===== config.mk =====
export PLATFORM = sky130hd
export DESIGN_NAME = ber_run_controller
export DESIGN_NICKNAME = d
export VERILOG_FILES = /design/src/rtl/ber_run_controller.sv
export SDC_FILE = /design/constraint.sdc
export NUM_CORES = 1
export LEC_CHECK = 0
export BUFFER_PORTS_ARGS = -buffer_cell sky130_fd_sc_hd__buf_2
export CORE_AREA = 2 2 215 217
export DETAILED_ROUTE_END_ITERATION = 12
export DIE_AREA = 0 0 217 219
export GPL_ROUTABILITY_DRIVEN = 1
export PLACE_DENSITY = 0.61
export SETUP_SLACK_MARGIN = 0.4
export SYNTH_ARGS = -nofsm -noshare
export SYNTH_HDL_FRONTEND = slang
export SYNTH_SLANG_ARGS = --single-unit

===== constraint.sdc =====
create_clock -name clk -period 13.3 [get_ports clk]
set_input_delay 3.325 -clock clk [delete_from_list [all_inputs] [get_ports clk]]
set_output_delay 3.325 -clock clk [all_outputs]
set_load 0.1 [all_outputs]

===== src/rtl/ber_run_controller.sv =====
// ber_run_controller
// Run sequencer for the parallel BER core array. Each run:
//   holds the cores in reset, streams N_PROB Markov probability words into
//   them, releases reset, waits SETTLE_CYC, enables them until a bit/error
//   target (or abort/watchdog) fires, drains for DRAIN_CYC cycles and then
//   snapshots the summed counters.
//
// Optional feature: define BER_RUN_TIMEOUT_EN to add a 64-bit RUN-cycle
// watchdog (parameter MAX_RUN_CYC). When it fires, the run stops with the
// same cause code as an abort. Without the macro there is no watchdog logic.
//
// Ports
//   clk, rstn                     clock, async active-low reset
//   start                         1-cycle strobe, honoured in IDLE/DONE only
//   abort                         level, forces DRAIN from LOAD/SETTLE/RUN
//   target_bits, target_errors    stop thresholds (0 = no limit)
//   prob_valid/prob_data/prob_ready  host probability word stream
//   core_rstn, core_en            reset / enable to the core array
//   probability_in/probability_idx   word + table index to cores' loader
//   total_bits, total_bit_errors_post  summed counters from the cores
//   snap_bits, snap_errors        counters captured on entering DONE
//   busy, done, stop_cause        status (cause: 01 bits, 10 errors, 11 abort/timeout)
module ber_run_controller #(
  parameter int unsigned N_PROB     = 64,
  parameter int unsigned RST_CYCLES = 16,
  parameter int unsigned SETTLE_CYC = 8,
  parameter int unsigned DRAIN_CYC  = 65536
`ifdef BER_RUN_TIMEOUT_EN
  , parameter logic [63:0] MAX_RUN_CYC = 64'd1 << 40
`endif
) (
  input  logic        clk,
  input  logic        rstn,
  input  logic        start,
  input  logic        abort,
  input  logic [63:0] target_bits,
  input  logic [63:0] target_errors,
  input  logic        prob_valid,
  input  logic [63:0] prob_data,
  output logic        prob_ready,
  output logic        core_rstn,
  output logic        core_en,
  output logic [63:0] probability_in,
  output logic [31:0] probability_idx,
  input  logic [63:0] total_bits,
  input  logic [63:0] total_bit_errors_post,
  output logic [63:0] snap_bits,
  output logic [63:0] snap_errors,
  output logic        busy,
  output logic        done,
  output logic [1:0]  stop_cause
);

  // One shared phase counter covers RESET, SETTLE and DRAIN; size it for the longest.
  localparam int unsigned CNT_MAX_A = (RST_CYCLES > SETTLE_CYC) ? RST_CYCLES : SETTLE_CYC;
  localparam int unsigned CNT_MAX   = (CNT_MAX_A > DRAIN_CYC) ? CNT_MAX_A : DRAIN_CYC;
  localparam int unsigned CW        = (CNT_MAX > 1) ? $clog2(CNT_MAX) : 1;

  localparam logic [1:0] CAUSE_NONE  = 2'b00;
  localparam logic [1:0] CAUSE_BITS  = 2'b01;
  localparam logic [1:0] CAUSE_ERRS  = 2'b10;
  localparam logic [1:0] CAUSE_ABORT = 2'b11;

  typedef enum logic [2:0] {
    ST_IDLE   = 3'd0,
    ST_RESET  = 3'd1,
    ST_LOAD   = 3'd2,
    ST_SETTLE = 3'd3,
    ST_RUN    = 3'd4,
    ST_DRAIN  = 3'd5,
    ST_DONE   = 3'd6
  } state_e;

  logic          rst_meta_q;
  logic          rst_sync_q;
  state_e        state_q;
  logic [CW-1:0] cnt_q;
  logic [31:0]   load_cnt_q;
  logic          prob_ready_q;
  logic          core_rstn_q;
  logic          core_en_q;
  logic [63:0]   probability_in_q;
  logic [31:0]   probability_idx_q;
  logic [63:0]   snap_bits_q;
  logic [63:0]   snap_errors_q;
  logic          busy_q;
  logic          done_q;
  logic [1:0]    stop_cause_q;

  logic          bits_hit_s;
  logic          errs_hit_s;
  logic          timeout_s;
  logic          stop_s;
  logic [1:0]    cause_s;

  // Reset synchronizer: assertion is immediate, release is aligned to clk.
  always_ff @(posedge clk or negedge rstn) begin
    if (!rstn) begin
      rst_meta_q <= 1'b0;
      rst_sync_q <= 1'b0;
    end else begin
      rst_meta_q <= 1'b1;
      rst_sync_q <= rst_meta_q;
    end
  end

`ifdef BER_RUN_TIMEOUT_EN
  logic [63:0] run_cnt_q;

  // Watchdog fires in the MAX_RUN_CYC-th RUN cycle so core_en is high exactly that long.
  assign timeout_s = (run_cnt_q >= (MAX_RUN_CYC - 64'd1));

  // RUN-cycle counter: cleared outside RUN, saturates once the watchdog has fired.
  always_ff @(posedge clk or negedge rst_sync_q) begin
    if (!rst_sync_q) begin
      run_cnt_q <= 64'd0;
    end else if (state_q != ST_RUN) begin
      run_cnt_q <= 64'd0;
    end else if (!timeout_s) begin
      run_cnt_q <= run_cnt_q + 64'd1;
    end else begin
      run_cnt_q <= run_cnt_q;
    end
  end
`else
  assign timeout_s = 1'b0;
`endif

  // Stop decode from this cycle's inputs; abort/timeout outrank errors, errors outrank bits.
  always_comb begin
    bits_hit_s = (target_bits != 64'd0) && (total_bits >= target_bits);
    errs_hit_s = (target_errors != 64'd0) && (total_bit_errors_post >= target_errors);
    stop_s     = abort | timeout_s | errs_hit_s | bits_hit_s;
    if (abort || timeout_s) begin
      cause_s = CAUSE_ABORT;
    end else if (errs_hit_s) begin
      cause_s = CAUSE_ERRS;
    end else if (bits_hit_s) begin
      cause_s = CAUSE_BITS;
    end else begin
      cause_s = CAUSE_NONE;
    end
  end

  // Run sequencer with all outputs registered on the transitions that change them.
  always_ff @(posedge clk or negedge rst_sync_q) begin
    if (!rst_sync_q) begin
      state_q           <= ST_IDLE;
      cnt_q             <= '0;
      load_cnt_q        <= 32'd0;
      prob_ready_q      <= 1'b0;
      core_rstn_q       <= 1'b0;
      core_en_q         <= 1'b0;
      probability_in_q  <= 64'd0;
      probability_idx_q <= 32'd0;
      snap_bits_q       <= 64'd0;
      snap_errors_q     <= 64'd0;
      busy_q            <= 1'b0;
      done_q            <= 1'b0;
      stop_cause_q      <= CAUSE_NONE;
    end else begin
      case (state_q)
        ST_IDLE, ST_DONE: begin
          if (start) begin
            state_q      <= ST_RESET;
            cnt_q        <= '0;
            core_rstn_q  <= 1'b0;
            busy_q       <= 1'b1;
            done_q       <= 1'b0;
            stop_cause_q <= CAUSE_NONE;
          end
        end
        ST_RESET: begin
          if (cnt_q == CW'(RST_CYCLES - 1)) begin
            state_q      <= ST_LOAD;
            cnt_q        <= '0;
            load_cnt_q   <= 32'd0;
            prob_ready_q <= 1'b1;
          end else begin
            cnt_q <= cnt_q + CW'(1);
          end
        end
        ST_LOAD: begin
          // abort beats a simultaneous handshake so no word lands after it
          if (abort) begin
            state_q      <= ST_DRAIN;
            cnt_q        <= '0;
            prob_ready_q <= 1'b0;
            core_rstn_q  <= 1'b1;
            stop_cause_q <= CAUSE_ABORT;
          end else if (prob_valid && prob_ready_q) begin
            probability_in_q  <= prob_data;
            probability_idx_q <= load_cnt_q;
            load_cnt_q        <= load_cnt_q + 32'd1;
            if (load_cnt_q == 32'(N_PROB - 1)) begin
              state_q      <= ST_SETTLE;
              cnt_q        <= '0;
              prob_ready_q <= 1'b0;
              core_rstn_q  <= 1'b1;
            end
          end
        end
        ST_SETTLE: begin
          if (abort) begin
            state_q      <= ST_DRAIN;
            cnt_q        <= '0;
            stop_cause_q <= CAUSE_ABORT;
          end else if (cnt_q == CW'(SETTLE_CYC - 1)) begin
            state_q   <= ST_RUN;
            cnt_q     <= '0;
            core_en_q <= 1'b1;
          end else begin
            cnt_q <= cnt_q + CW'(1);
          end
        end
        ST_RUN: begin
          if (stop_s) begin
            state_q      <= ST_DRAIN;
            cnt_q        <= '0;
            core_en_q    <= 1'b0;
            stop_cause_q <= cause_s;
          end
        end
        ST_DRAIN: begin
          // snapshot taken on the DONE-entry edge, after the core pipeline has emptied
          if (cnt_q == CW'(DRAIN_CYC - 1)) begin
            state_q       <= ST_DONE;
            cnt_q         <= '0;
            snap_bits_q   <= total_bits;
            snap_errors_q <= total_bit_errors_post;
            busy_q        <= 1'b0;
            done_q        <= 1'b1;
          end else begin
            cnt_q <= cnt_q + CW'(1);
          end
        end
        default: begin
          state_q      <= ST_IDLE;
          cnt_q        <= '0;
          prob_ready_q <= 1'b0;
          core_rstn_q  <= 1'b0;
          core_en_q    <= 1'b0;
          busy_q       <= 1'b0;
          done_q       <= 1'b0;
          stop_cause_q <= CAUSE_NONE;
        end
      endcase
    end
  end

  assign prob_ready      = prob_ready_q;
  assign core_rstn       = core_rstn_q;
  assign core_en         = core_en_q;
  assign probability_in  = probability_in_q;
  assign probability_idx = probability_idx_q;
  assign snap_bits       = snap_bits_q;
  assign snap_errors     = snap_errors_q;
  assign busy            = busy_q;
  assign done            = done_q;
  assign stop_cause      = stop_cause_q;

endmodule


**Yosys cells after proc, flatten, opt, wreduce, memory -nomap -nowiden**

Index checks and enable logic that the tools add are counted.
W data, S select, Z words.

- Flip-flop bits (word level): 284
- Memory bits (read-only): 0
- Input port bits: 325
- Logic and storage cells: 123
- Latch bits: 0
- RAM bits: 0
- Memories kept: 0

- Mux-type cells: 50
- Bitwise operators: 8
- Div/mod/pow operators: 0
- Equal/unequal tests: 22
- Reductions and logical operators: 24
- $lt $le $gt $ge: 2
- $add $sub $neg: 2
- Shifts and indexed selects: 0
- Multiply operators: 0

Operators by type and width:

| kind | number |
|---|---|
| $mux W16 | 9 |
| $ge A64 B64 Y1 | 2 |
| $reduce_bool A64 Y1 | 2 |
| $mux W32 | 3 |
| $pmux W16 S6 | 1 |
| $pmux W32 S2 | 1 |
| $add A32 B1 Y32 const B | 1 |
| $eq A32 B6 Y1 const B | 1 |
| $mux W3 | 9 |
| $reduce_and A4 Y1 | 6 |
| $pmux W3 S6 | 1 |
| $add A16 B1 Y16 const B | 1 |
| $eq A16 B16 Y1 const B | 1 |
| $eq A16 B3 Y1 const B | 1 |
| $eq A16 B4 Y1 const B | 1 |
| $ne A2 B2 Y1 const B | 8 |
| $mux W1 | 15 |
| $pmux W1 S3 | 5 |
| $mux W2 | 5 |
| $reduce_or A5 Y1 | 2 |
| $eq A3 B3 Y1 const B | 3 |
| $ne A3 B3 Y1 const B | 3 |
| $pmux W2 S4 | 1 |
| $reduce_or A4 Y1 | 2 |
| other kinds (12) | 24 |

**Depth between registers and ports, before layout**

Gate-level depths: netlist of run 1.

- Depth in word-level cells: 7
- Mapped depth: 12

**Worst setup path before layout of run 1**

Ideal clock, no wire load.

- Path type: input to register
- Start point: input port total_bit_errors_post[0]
- End point: register cnt_q[12]
- Slack: 7.590 ns
- Buffers on the path: 2
- Stages on the path: 12
- Required time: 13.218 ns
- Arrival time: 5.627 ns
- Setup time: 0.082 ns
- Cells stage by stage: inv_1 -> ha_1 -> nand2b_1 -> a2111o_1 -> a311oi_1 -> a31oi_1 -> o41ai_2 -> nand4_1 -> and2_1 -> buf_2 -> buf_2 -> o22ai_1

- Word-level cells in the longest chain between the ends: 6

Ends and longest elaborated chain:

| element | RTL line | source |
|---|---|---|
| start: declaration | 46 | `input logic [63:0] total_bit_errors_post,` |
| $ge A64 B64 Y1 | 132 | `errs_hit_s = (target_errors != 64'd0) && (total_bit_errors_post >= target_errors);` |
| $logic_and A1 B1 Y1 | 132 |  |
| $or A1 B1 Y1 (2 in a row) | 133 | `stop_s = abort \| timeout_s \| errs_hit_s \| bits_hit_s;` |
| $ne A2 B2 Y1 (no source line) | - |  |
| $reduce_and A4 Y1 (no source line) | - |  |
| end signal: assignment | 180 | `cnt_q <= cnt_q + CW'(1);` |
| end signal: assignment | 213 | `cnt_q <= cnt_q + CW'(1);` |
| end signal: assignment | 234 | `cnt_q <= cnt_q + CW'(1);` |
| end: declaration | 77 | `logic [CW-1:0] cnt_q;` |

No other way between the ends.
A chain may end at the register's enable or synchronous reset.

**Worst setup path after layout of run 1**

- Start point: input port target_bits[39]
- End point: register cnt_q[4]

- Word-level cells in the longest chain between the ends: 5
- Elaborated cells between the ends (all ways): 6
- Those cells by class: 1 x order compare; 1 x eq/ne; 1 x bitwise; 3 x reduce/logical

Ends and longest elaborated chain:

| element | RTL line | source |
|---|---|---|
| start: declaration | 36 | `input logic [63:0] target_bits,` |
| $ge A64 B64 Y1 or $reduce_bool A64 Y1 (tied branches) | 131 | `bits_hit_s = (target_bits != 64'd0) && (total_bits >= target_bits);` |
| $logic_and A1 B1 Y1 (*) | 131 |  |
| $or A1 B1 Y1 (*) | 133 |  |
| $ne A2 B2 Y1 (no source line) (*) | - |  |
| $reduce_and A4 Y1 (no source line) (*) | - |  |

Every way passes the cells marked *; elsewhere a longest branch is shown, timed or not.

==> results.yml, run 1 <==
run_status:
  status: "finished clean"
critical_path:
  crit_slowest_cell: "o41ai_1"
  crit_type: "in2reg"
  startpoint_type: "primary input"
  arrival_ns: 6.46
  worstPathCellList: "buf_2 > inv_1 > ha_1 > nand4_1 > nor3_1 > a221oi_1 > o21ai_0 > o41ai_1 > nand4_1 > and2_1 > a31oi_1"
  slowest_delay_ns: 0.76
  cpMostUsedCell: "nand4_1"
  crit_fanout: 17
  cp-end-kind: "flip-flop"
  required_ns: 13.75
pwr:
  power.leakage_nw: 10.8
  power.density_nw_per_um2: 172
  vdd_ir_drop_max_mv: 0.242
logic_synthesis:
  synthFlopType: "dfrtp_1"
  ys_ff_latch: 284
  syn_area_um2: 15100
  synthArstFlopShare_pct: 100
  synth_area_leaders: "dfrtp_1, mux2_2, ha_1, inv_1, a21oi_1"
  synthesis.nets: 1804
  avgSynthCellArea_um2: 11.2
  synth_edf_count: 0
  yosys.area.top_type_share_pct: 47.0
  yosysWarnings: 0
  yosys.area.top_type: "dfrtp_1"
  synth-seq-area-share_pct: 47.0
  synth.distinct_cells: 63
  synthCells: 1347
sta:
  hold_viol: 0
  setup_tns_ns: 0
  drv_slew: 0
  fmax_mhz: 166
  maxSlewHeadroom_pct: 29.7
  finalCritPeriodShare_pct: 45.2
  worst_pin_slew_ns: 1.05
  period_needed_ns: 6.01
  fin_skew_ns: 0.0192
  finalSetupViolCount: 0
  rsz0062_at_grt: "false"
place:
  io_buffers: 555
  routabilityCongestion: 0.943
  dp_hpwl_um: 38400
  place_area_um2: 18500
drt:
  wire_per_inst_um: 19.0
  drc: 0
  drt-initial-drc-count: 576
  antenna_left: 0
  routed_wl_um: 48200
  vias: 12600
  drtPass1Iterations: 4
  viasPerCell: 4.97
final_layout:
  area_growth_pct: 30.8
  drive_gt1_share_pct: 44.6
  nNetsFinal: 2362
  stdcell_area_um2: 19800
global_routing:
  grt_overflow: 0
  grt_usage_pct: 19.6
  antenna_found_initial: 16
  grt_pass1_vias: 12800
  grt_max_degree: 175
  grt_pass1_wl_um: 72400
floorplanning:
  rows: 78
  fp.dieW_um: 217
  dieHeight_um: 219
  io_pins: 556
  dieArea_um2: 47500
  start_util_pct: 33.5
  core_um2: 45100
clock_network:
  root_buffer: "clkbuf_16"
  cts_resized: 0
  clock_latency_ns: 0.54
  post-cts-setup-buffers: 0
  cts_sinks: 284
  cts_tree: "built"
  clkTransAtPathRegs_ns: 0.06
  cts-hold-fix-buffers: 0
  cts_inserted_buffers: 36
  h-tree-depth: 2
  cts.path.max_buffers: 3
worst_hold_path:
  holdCritPathClass: "reg2reg"
run:
  maxCapViolations: 0
==> per-layer routing <==
layer	part of all wire (%)	vias up	GRT usage, %
met4	3.4	2	7.83
met3	7.1	93	5.21
li1	-	5967	-
met1	41	6140	23.8
met2	48	416	33.2
met5	0.033	-	0
==> worst paths after layout <==
| kind | startpoint | to | slack [ns] | cells past startpoint |
|---|---|---|---|---|
| setup / recovery | target_bits[39] | cnt_q[4] | 7.29 | 11 |
| min in group asynchronous | rst_sync_q | snap_errors[25] | 0.39 | 0 |
| max in group asynchronous | rstn | rst_sync_q | 10.61 | 1 |
| hold / removal | rst_meta_q | rst_sync_q | 0.35 | 0 |
| setup reg to reg | cnt_q[0] | snap_bits[53] | 9.53 | 9 |
| hold reg to reg | rst_meta_q | rst_sync_q | 0.35 | 0 |
==> critical path, delay by kind of cell <==
kind	cells	cell delay [ns]
AO/OA/AOI/OAI	4	1.51
AND/OR/NAND/NOR	4	1.17
adder cells (fa/ha/maj)	1	0.32
buffers and inverters	2	0.13
==> layout by cell type, fill, tap and decap left out, drive strengths merged, types with 45 or more instances in the layout <==
| cell type | n |
|---|---|
| buf | 562 |
| dfrtp | 284 |
| mux2 | 225 |
| inv | 144 |
| ha | 132 |
| a21oi | 85 |
| nand2 | 60 |
| nor2 | 57 |
| nor4 | 48 |
| clkbuf | 47 |
| nand4 | 45 |
==> where the power goes <==
group          internal (W)  switching (W)
sequential         0.000977      0.0000871
clock              0.000621       0.000378
combinational      0.000284        0.00105
==> area by class of cell <==
type | count | area, um^2
Antenna cell | 11 | 27.5
Clock buffer | 47 | 993
Clock inverter | 13 | 199
Fill cell | 4300 | 25300
Inverter | 144 | 541
Multi-Input combinational cell | 877 | 7300
Sequential cell | 284 | 7110
Tap cell | 600 | 751
Timing Repair Buffer | 562 | 2840
==> metrics by stage <==
step / std cells / power, W / setup slack (ns) / utilization (%) / hold slack, ns
after CTS: 2527 / 0.00345 / 7.14 / 43.8 / 0.358
after global placement: 2467 / 0.00240 / 6.58 / 41.1 / 0.338
final: 2538 / 0.00340 / 7.29 / 43.8 / 0.354
after global routing: 2536 / 0.00356 / 6.92 / 43.8 / 0.371
after floorplan: 1347 / 0.00212 / 4.80 / - / 0.331
after detailed placement: 2467 / 0.00242 / 6.57 / 41.1 / 0.346
==> registers in the layout (all words and copies together) (netlist names) <==
| signal | count |
|---|---|
| probability_in | 64 |
| snap_bits | 64 |
| snap_errors | 64 |
| load_cnt_q | 32 |
| probability_idx | 32 |
| cnt_q | 16 |
| state_q | 3 |
| stop_cause | 2 |
| busy | 1 |
| core_en | 1 |
| core_rstn | 1 |
| done | 1 |
| prob_ready | 1 |
| rst_meta_q | 1 |
| rst_sync_q | 1 |
==> cells by family (layout without fill, tap and decap cells) <==
kind of cell,Yosys count,count (layout),share of synthesized area (%)
AOI/OAI and AO/OA,183,183,7.44
xor gates and xnor gates,30,30,1.74
adders and majority gates,132,132,10.9
buffers and inverters,186,766,4.82
DFF,284,284,47.0
muxes,226,226,16.8
other,1,12,0.0248
and+or+nand+nor,305,305,11.2
==> synthesized netlist by cell type, drive strengths merged, types with 5 or more instances <==
library cell,number
nand3,34
buf,21
clkbuf,21
inv,143
and3,12
o21a,7
nor4,48
mux2,225
a31oi,6
a221oi,7
nand4,45
nand2b,11
nand2,60
and4,5
nor2,57
ha,132
dfrtp,284
xor2,19
a21oi,85
nor3,15
a211oi,6
xnor2,11
o21ai,36
Note: power is estimated with default switching activity, not from simulation.
==> inputs of run 2 (changes only) <==
ABC_AREA = 1   (was default)
CORE_AREA = 2 2 219 221   (was 2 2 215 217)
DIE_AREA = 0 0 221 223   (was 0 0 217 219)
PLACE_DENSITY = 0.6   (was 0.61)
clock period = 5.8 ns   (was 13.3 ns; I/O delays follow)
==> run 2 against run 1 <==
Effect of this change: via count grew 14%; sequential cell count is the same; wire length grew 9.6%; sequential power grew 130%; cell area grew 3.3%; die area grew 3.7%; synthesized cell count grew 32%; final cell count grew 18%; largest cell class unchanged; largest power group unchanged.
==> results.yml, run 2 <==
run_status:
  status: "finished clean"
place:
  place_inst: 2918
  routabilityCongestion: 0.985
  dp_hpwl_um: 42000
  place_area_um2: 19100
  io_buffers: 555
  post-place-ws_ns: 1.48
final_layout:
  area_growth_pct: 30.2
  instances_no_fill: 2992
  nNetsFinal: 2798
  stdcell_area_um2: 20400
  fin_util_pct: 43.3
  drive_gt1_share_pct: 33.0
  final_common_cell: "buf_2"
  layout_common_cells: "buf_2, nand2_1, dfrtp_1"
logic_synthesis:
  synth-seq-area-share_pct: 45.4
  yosysMostFrequentCell: "nand2_1"
  synth_xor_area_share_pct: 0.950
  avgSynthCellArea_um2: 8.81
  syn_area_um2: 15700
  synth_edf_count: 0
  synth-simple-area-share_pct: 20.9
  yosys.area.top_type: "dfrtp_1"
  yosysWarnings: 0
  synthArstFlopShare_pct: 100
  synth_top_family_by_area: "simple AND/OR/NAND/NOR gates"
  synthesis.nets: 2236
  synth.distinct_cells: 39
  synth_compound_area_share_pct: 6.11
  synth_adder_area_share_pct: 10.5
  ys_ff_latch: 284
  yosys.area.top_type_share_pct: 45.4
  synth_common_cells: "nand2_1, dfrtp_1, inv_1, ha_1, mux2_2"
  synthFlopType: "dfrtp_1"
  synth_area_leaders: "dfrtp_1, nand2_1, ha_1, mux2_2, inv_1"
  synthMuxAreaShare_pct: 9.06
  synthCells: 1779
clock_network:
  root_buffer: "clkbuf_16"
  cts_resized: 0
  clock_latency_ns: 0.55
  cts.path.max_buffers: 3
  clkTransAtPathRegs_ns: 0.06
  cts_inserted_buffers: 36
  cts_tree: "built"
  cts-hold-fix-buffers: 0
  post-cts-setup-buffers: 0
  h-tree-depth: 2
  cts_sinks: 284
floorplanning:
  core_um2: 47100
  fp.dieW_um: 221
  dieArea_um2: 49300
  io_pins: 556
  rows: 80
  start_util_pct: 33.2
  dieHeight_um: 223
critical_path:
  reg2reg_depth: 10
  crit_type: "in2reg"
  crit_fanout: 17
  r2r_setup_slack_ns: 2.89
  cp-end-kind: "flip-flop"
  cpMostUsedCell: "nand2_1"
  crit_slowest_cell: "nor3_1"
  required_ns: 6.21
  r2r-start: "state_q[1]"
  slowest_delay_ns: 0.47
  arrival_ns: 3.91
  r2r-end: "probability_in[5]"
  worstPathCellList: "buf_2 > inv_1 > ha_1 > nand2_1 > nor3_1 > nand3_1 > nor3b_1 > nand2_1 > nand3_1 > nand2_1 > nand2_1 > nand2_2 > nand2_1 > o21ai_0"
  startpoint_type: "primary input"
global_routing:
  grt_max_degree: 166
  grt_usage_pct: 20.9
  grt_pass1_vias: 14300
  grt_pass1_wl_um: 80900
  antenna_found_initial: 13
  grt_overflow: 0
drt:
  drc: 0
  routed_wl_um: 52800
  vias: 14400
  drtPass1Iterations: 5
  wire_per_inst_um: 17.7
  antenna_left: 0
  drt-initial-drc-count: 824
  viasPerCell: 4.82
sta:
  finalSetupViolCount: 0
  fin_skew_ns: 0.0217
  hold_viol: 0
  drv_slew: 0
  setup_tns_ns: 0
  finalCritPeriodShare_pct: 60.3
  rsz0062_at_grt: "false"
  period_needed_ns: 3.50
  fmax_mhz: 286
  setup_ws_ns: 2.30
  worst_pin_slew_ns: 0.951
  maxSlewHeadroom_pct: 36.6
pwr:
  power.leakage_nw: 11.0
  vdd_ir_drop_max_mv: 0.254
  power.density_nw_per_um2: 385
worst_hold_path:
  holdCritPathClass: "reg2async"
run:
  maxCapViolations: 0
run 2: area by class of cell:
type	instances	area, um^2
clock inverter	9	150
multi-input combinational	1214	7470
inverter	240	902
fill	4758	26700
antenna	9	22.5
sequential	284	7110
timing repair buffer	565	2880
tap	615	769
clock buffer	56	1100
run 2: stage by stage:
stage / power [W] / hold slack, ns
6_report: 0.00785 / 0.267
5_1_grt: 0.00821 / 0.301
4_1_cts: 0.00793 / 0.287
3_5_place_dp: 0.00553 / 0.304
3_3_place_gp: 0.00550 / 0.302
2_1_floorplan: 0.00485 / 0.331
run 2: cell families (layout without fill, tap and decap cells):
kind of cell,count (synthesis),in the layout
AO/OA/AOI/OAI,174,174
XOR/XNOR,17,17
adder cells (fa/ha/maj),132,132
buffers and inverters,281,870
flip-flops,284,284
multiplexers,126,126
other,1,10
AND/OR/NAND/NOR,764,764
run 2: critical path: cells and delay by family:
| family | cells | cell delay, ns |
|---|---|---|
| AND/OR/NAND/NOR | 10 | 1.91 |
| buffers and inverters | 2 | 0.14 |
| adder cells (fa/ha/maj) | 1 | 0.30 |
| AO/OA/AOI/OAI | 1 | 0.09 |
run 2: routing by layer:
metal  track usage, %  part of all wire, %
met5                0                0.076
met1             25.6                   41
met2             35.4                   49
met4             9.31                  4.0
met3             4.52                  5.5
run 2: how the worst max path moves through the flow:
stage                 startpoint         to  slack, ns  cells past startpoint
2_1_floorplan         rst_sync_q       busy       1.15                      0
3_3_place_gp   target_errors[52]  cnt_q[13]       1.57                     10
3_5_place_dp   target_errors[52]  cnt_q[13]       1.48                     10
4_1_cts        target_errors[52]  cnt_q[13]       2.07                     10
5_1_grt        target_errors[55]  cnt_q[11]       2.08                     14
6_report         target_bits[31]  cnt_q[13]       2.30                     14
run 2: power breakdown:
part / internal (W) / total, W / switching (W)
combinational: 0.000550 / 0.00310 / 0.00255
clock: 0.00144 / 0.00235 / 0.000912
sequential: 0.00224 / 0.00240 / 0.000163
total: 0.00423 / 0.00785 / 0.00362
==> inputs of run 3 (changes only) <==
ABC_AREA = 0   (was 1)
CORE_AREA = 2 2 216 218   (was 2 2 219 221)
DIE_AREA = 0 0 218 220   (was 0 0 221 223)
PLACE_DENSITY = 0.63   (was 0.6)
clock period = 2.85 ns   (was 5.8 ns; I/O delays follow)
==> run 3 against run 2 <==
Effect of this change: critical path type unchanged; clock power increased by 110%; worst setup slack got worse by 2.2 ns; critical path depth shrank 1; worst hold slack gained 0.027 ns; final cell count down 7.9%; combinational power increased by 130%; largest cell class unchanged; register-to-register slack got worse by 2.6 ns; first-iteration DRC count down 6.1%; largest power group unchanged.
==> results.yml, run 3 (synthesized netlist as in run 1, its figures left out) <==
run_status:
  status: "finished clean"
global_routing:
  grt_usage_pct: 21.0
  grt_pass1_vias: 13900
  grt_overflow: 0
  antenna_found_initial: 4
  grt_pass1_wl_um: 78200
  grt_max_degree: 85
run:
  maxCapViolations: 0
floorplanning:
  core_um2: 45900
  io_pins: 556
  rows: 79
  dieHeight_um: 220
  fp.dieW_um: 218
  start_util_pct: 32.9
  dieArea_um2: 48000
clock_network:
  clock_latency_ns: 0.55
  cts_sinks: 284
  cts.path.max_buffers: 3
  clkTransAtPathRegs_ns: 0.06
  h-tree-depth: 2
  cts_inserted_buffers: 35
  cts_tree: "built"
  root_buffer: "clkbuf_16"
sta:
  drv_slew: 0
  period_needed_ns: 2.70
  maxSlewHeadroom_pct: 55.5
  finalSetupViolCount: 0
  hold_viol: 0
  rsz0062_at_grt: "true"
  finalCritPeriodShare_pct: 94.8
  worst_pin_slew_ns: 0.661
  fin_hold_ws_ns: 0.294
  fin_skew_ns: 0.0198
  fmax_mhz: 370
critical_path:
  arrival_ns: 3.17
  startpoint_type: "primary input"
  cp_top_family: "compound AO/OA/AOI/OAI gates"
  crit_fanout: 7
  crit_type: "in2reg"
  crit_slowest_cell: "o41ai_4"
  cp_num_buf_inv: 4
  cp-end-kind: "flip-flop"
  required_ns: 3.32
  slowest_delay_ns: 0.44
  worstPathCellList: "buf_2 > inv_1 > ha_1 > buf_4 > a21oi_1 > o21ai_0 > nand2_1 > nand4_1 > o41ai_4 > nand4_1 > and2_4 > buf_4 > a31oi_4"
drt:
  drc: 0
  viasPerCell: 5.01
  antenna_left: 0
  wire_per_inst_um: 19.8
  vias: 13800
  routed_wl_um: 54500
  drtPass1Iterations: 5
  drt-initial-drc-count: 774
final_layout:
  nNetsFinal: 2578
  fin_util_pct: 50.1
  drive_gt1_share_pct: 53.9
  multi_input_area_um2: 8210
  stdcell_area_um2: 23000
  n_fill_cell: 4078
  area_growth_pct: 52.2
  layout_common_cells: "buf_2, dfrtp_1, buf_4"
  regArea_um2: 7110
  final_common_cell: "buf_2"
pwr:
  netSwitchingPower_w: 0.00757
  pwr-share-clk_pct: 28.9
  pwr-share-comb_pct: 42.0
  vdd_ir_drop_max_mv: 1.31
  power.density_nw_per_um2: 733
  swShare_pct: 44.9
  p_int_w: 0.00930
  power.leakage_nw: 12.3
  seq_power_share_pct: 29.1
place:
  io_buffers: 555
  place_area_um2: 19900
  dp_hpwl_um: 40300
  routabilityCongestion: 0.902
worst_hold_path:
  holdCritPathClass: "reg2async"
run 3: layout make-up:
class,instances,share of cell area [%]
clock buffer,44,4.26
multi-input combinational,877,35.7
clock inverter,18,1.15
timing repair buffer,779,22.2
inverter,144,2.42
antenna,4,0.0435
tap,607,3.30
sequential,284,30.9
run 3: power groups by stage:
stage	Combinational [W]	Sequential [W]	Clock, W
2_1_floorplan	0.00162	0.00836	0
3_3_place_gp	0.00661	0.00493	0
3_5_place_dp	0.00669	0.00495	0
4_1_cts	0.00680	0.00491	0.00498
5_1_grt	0.00743	0.00498	0.00516
6_report	0.00708	0.00491	0.00487
run 3: worst reg2reg max path: stages (launching register included):
cell     delay [ns]
dfrtp_1        0.40
ha_4           0.15
and3_4         0.19
and4_4         0.21
and3_4         0.19
nand3_4        0.12
buf_6          0.16
buf_4          0.12
a311o_2        0.40
buf_12         0.17
a41oi_2        0.27
a31oi_4        0.04
run 3: worst paths after layout:
| check | from | to | slack [ns] | cells after the start |
|---|---|---|---|---|
| max | target_errors[51] | cnt_q[14] | 0.15 | 13 |
| min | rst_sync_q | probability_in[61] | 0.29 | 0 |
| max reg2reg | cnt_q[0] | cnt_q[14] | 0.31 | 11 |
| min reg2reg | rst_sync_q | probability_in[61] | 0.29 | 0 |
| max in group asynchronous | rst_sync_q | snap_errors[4] | 1.66 | 1 |
| min in group clk | rst_meta_q | rst_sync_q | 0.35 | 0 |
run 3: through the flow:
step / cells / TNS, ns / total power (W) / setup slack, ns
final: 2757 / 0 / 0.0169 / 0.147
after global routing: 2755 / 0 / 0.0176 / 0.115
after CTS: 2726 / 0 / 0.0167 / 0.276
after detailed placement: 2631 / -15.17 / 0.0116 / -0.800
after global placement: 2631 / -13.36 / 0.0115 / -0.713
after floorplan: 1347 / -1.01 / 0.00998 / -0.156
run 3: layer usage:
metal / global-route usage [%] / vias up / routed length (um)
met2: 36.5 / 548 / 26600
met5: 0 / - / 0
met4: 6.26 / 0 / 1570
met1: 25.9 / 6771 / 22400
met3: 4.91 / 109 / 3930
li1: - / 6384 / -
run 3: what timing repair did:
| item | 4_1_cts | 5_1_grt |
|---|---|---|
| setup endpoints to repair | 165 | 153 |
| hold buffers | 1 | 0 |
| endpoints found under the hold margin | 2 | 0 |
| pin swaps | 25 | 29 |
| buffers inserted | 24 | 18 |
| cloned | 8 | 9 |
| resized for setup | 66 | 171 |
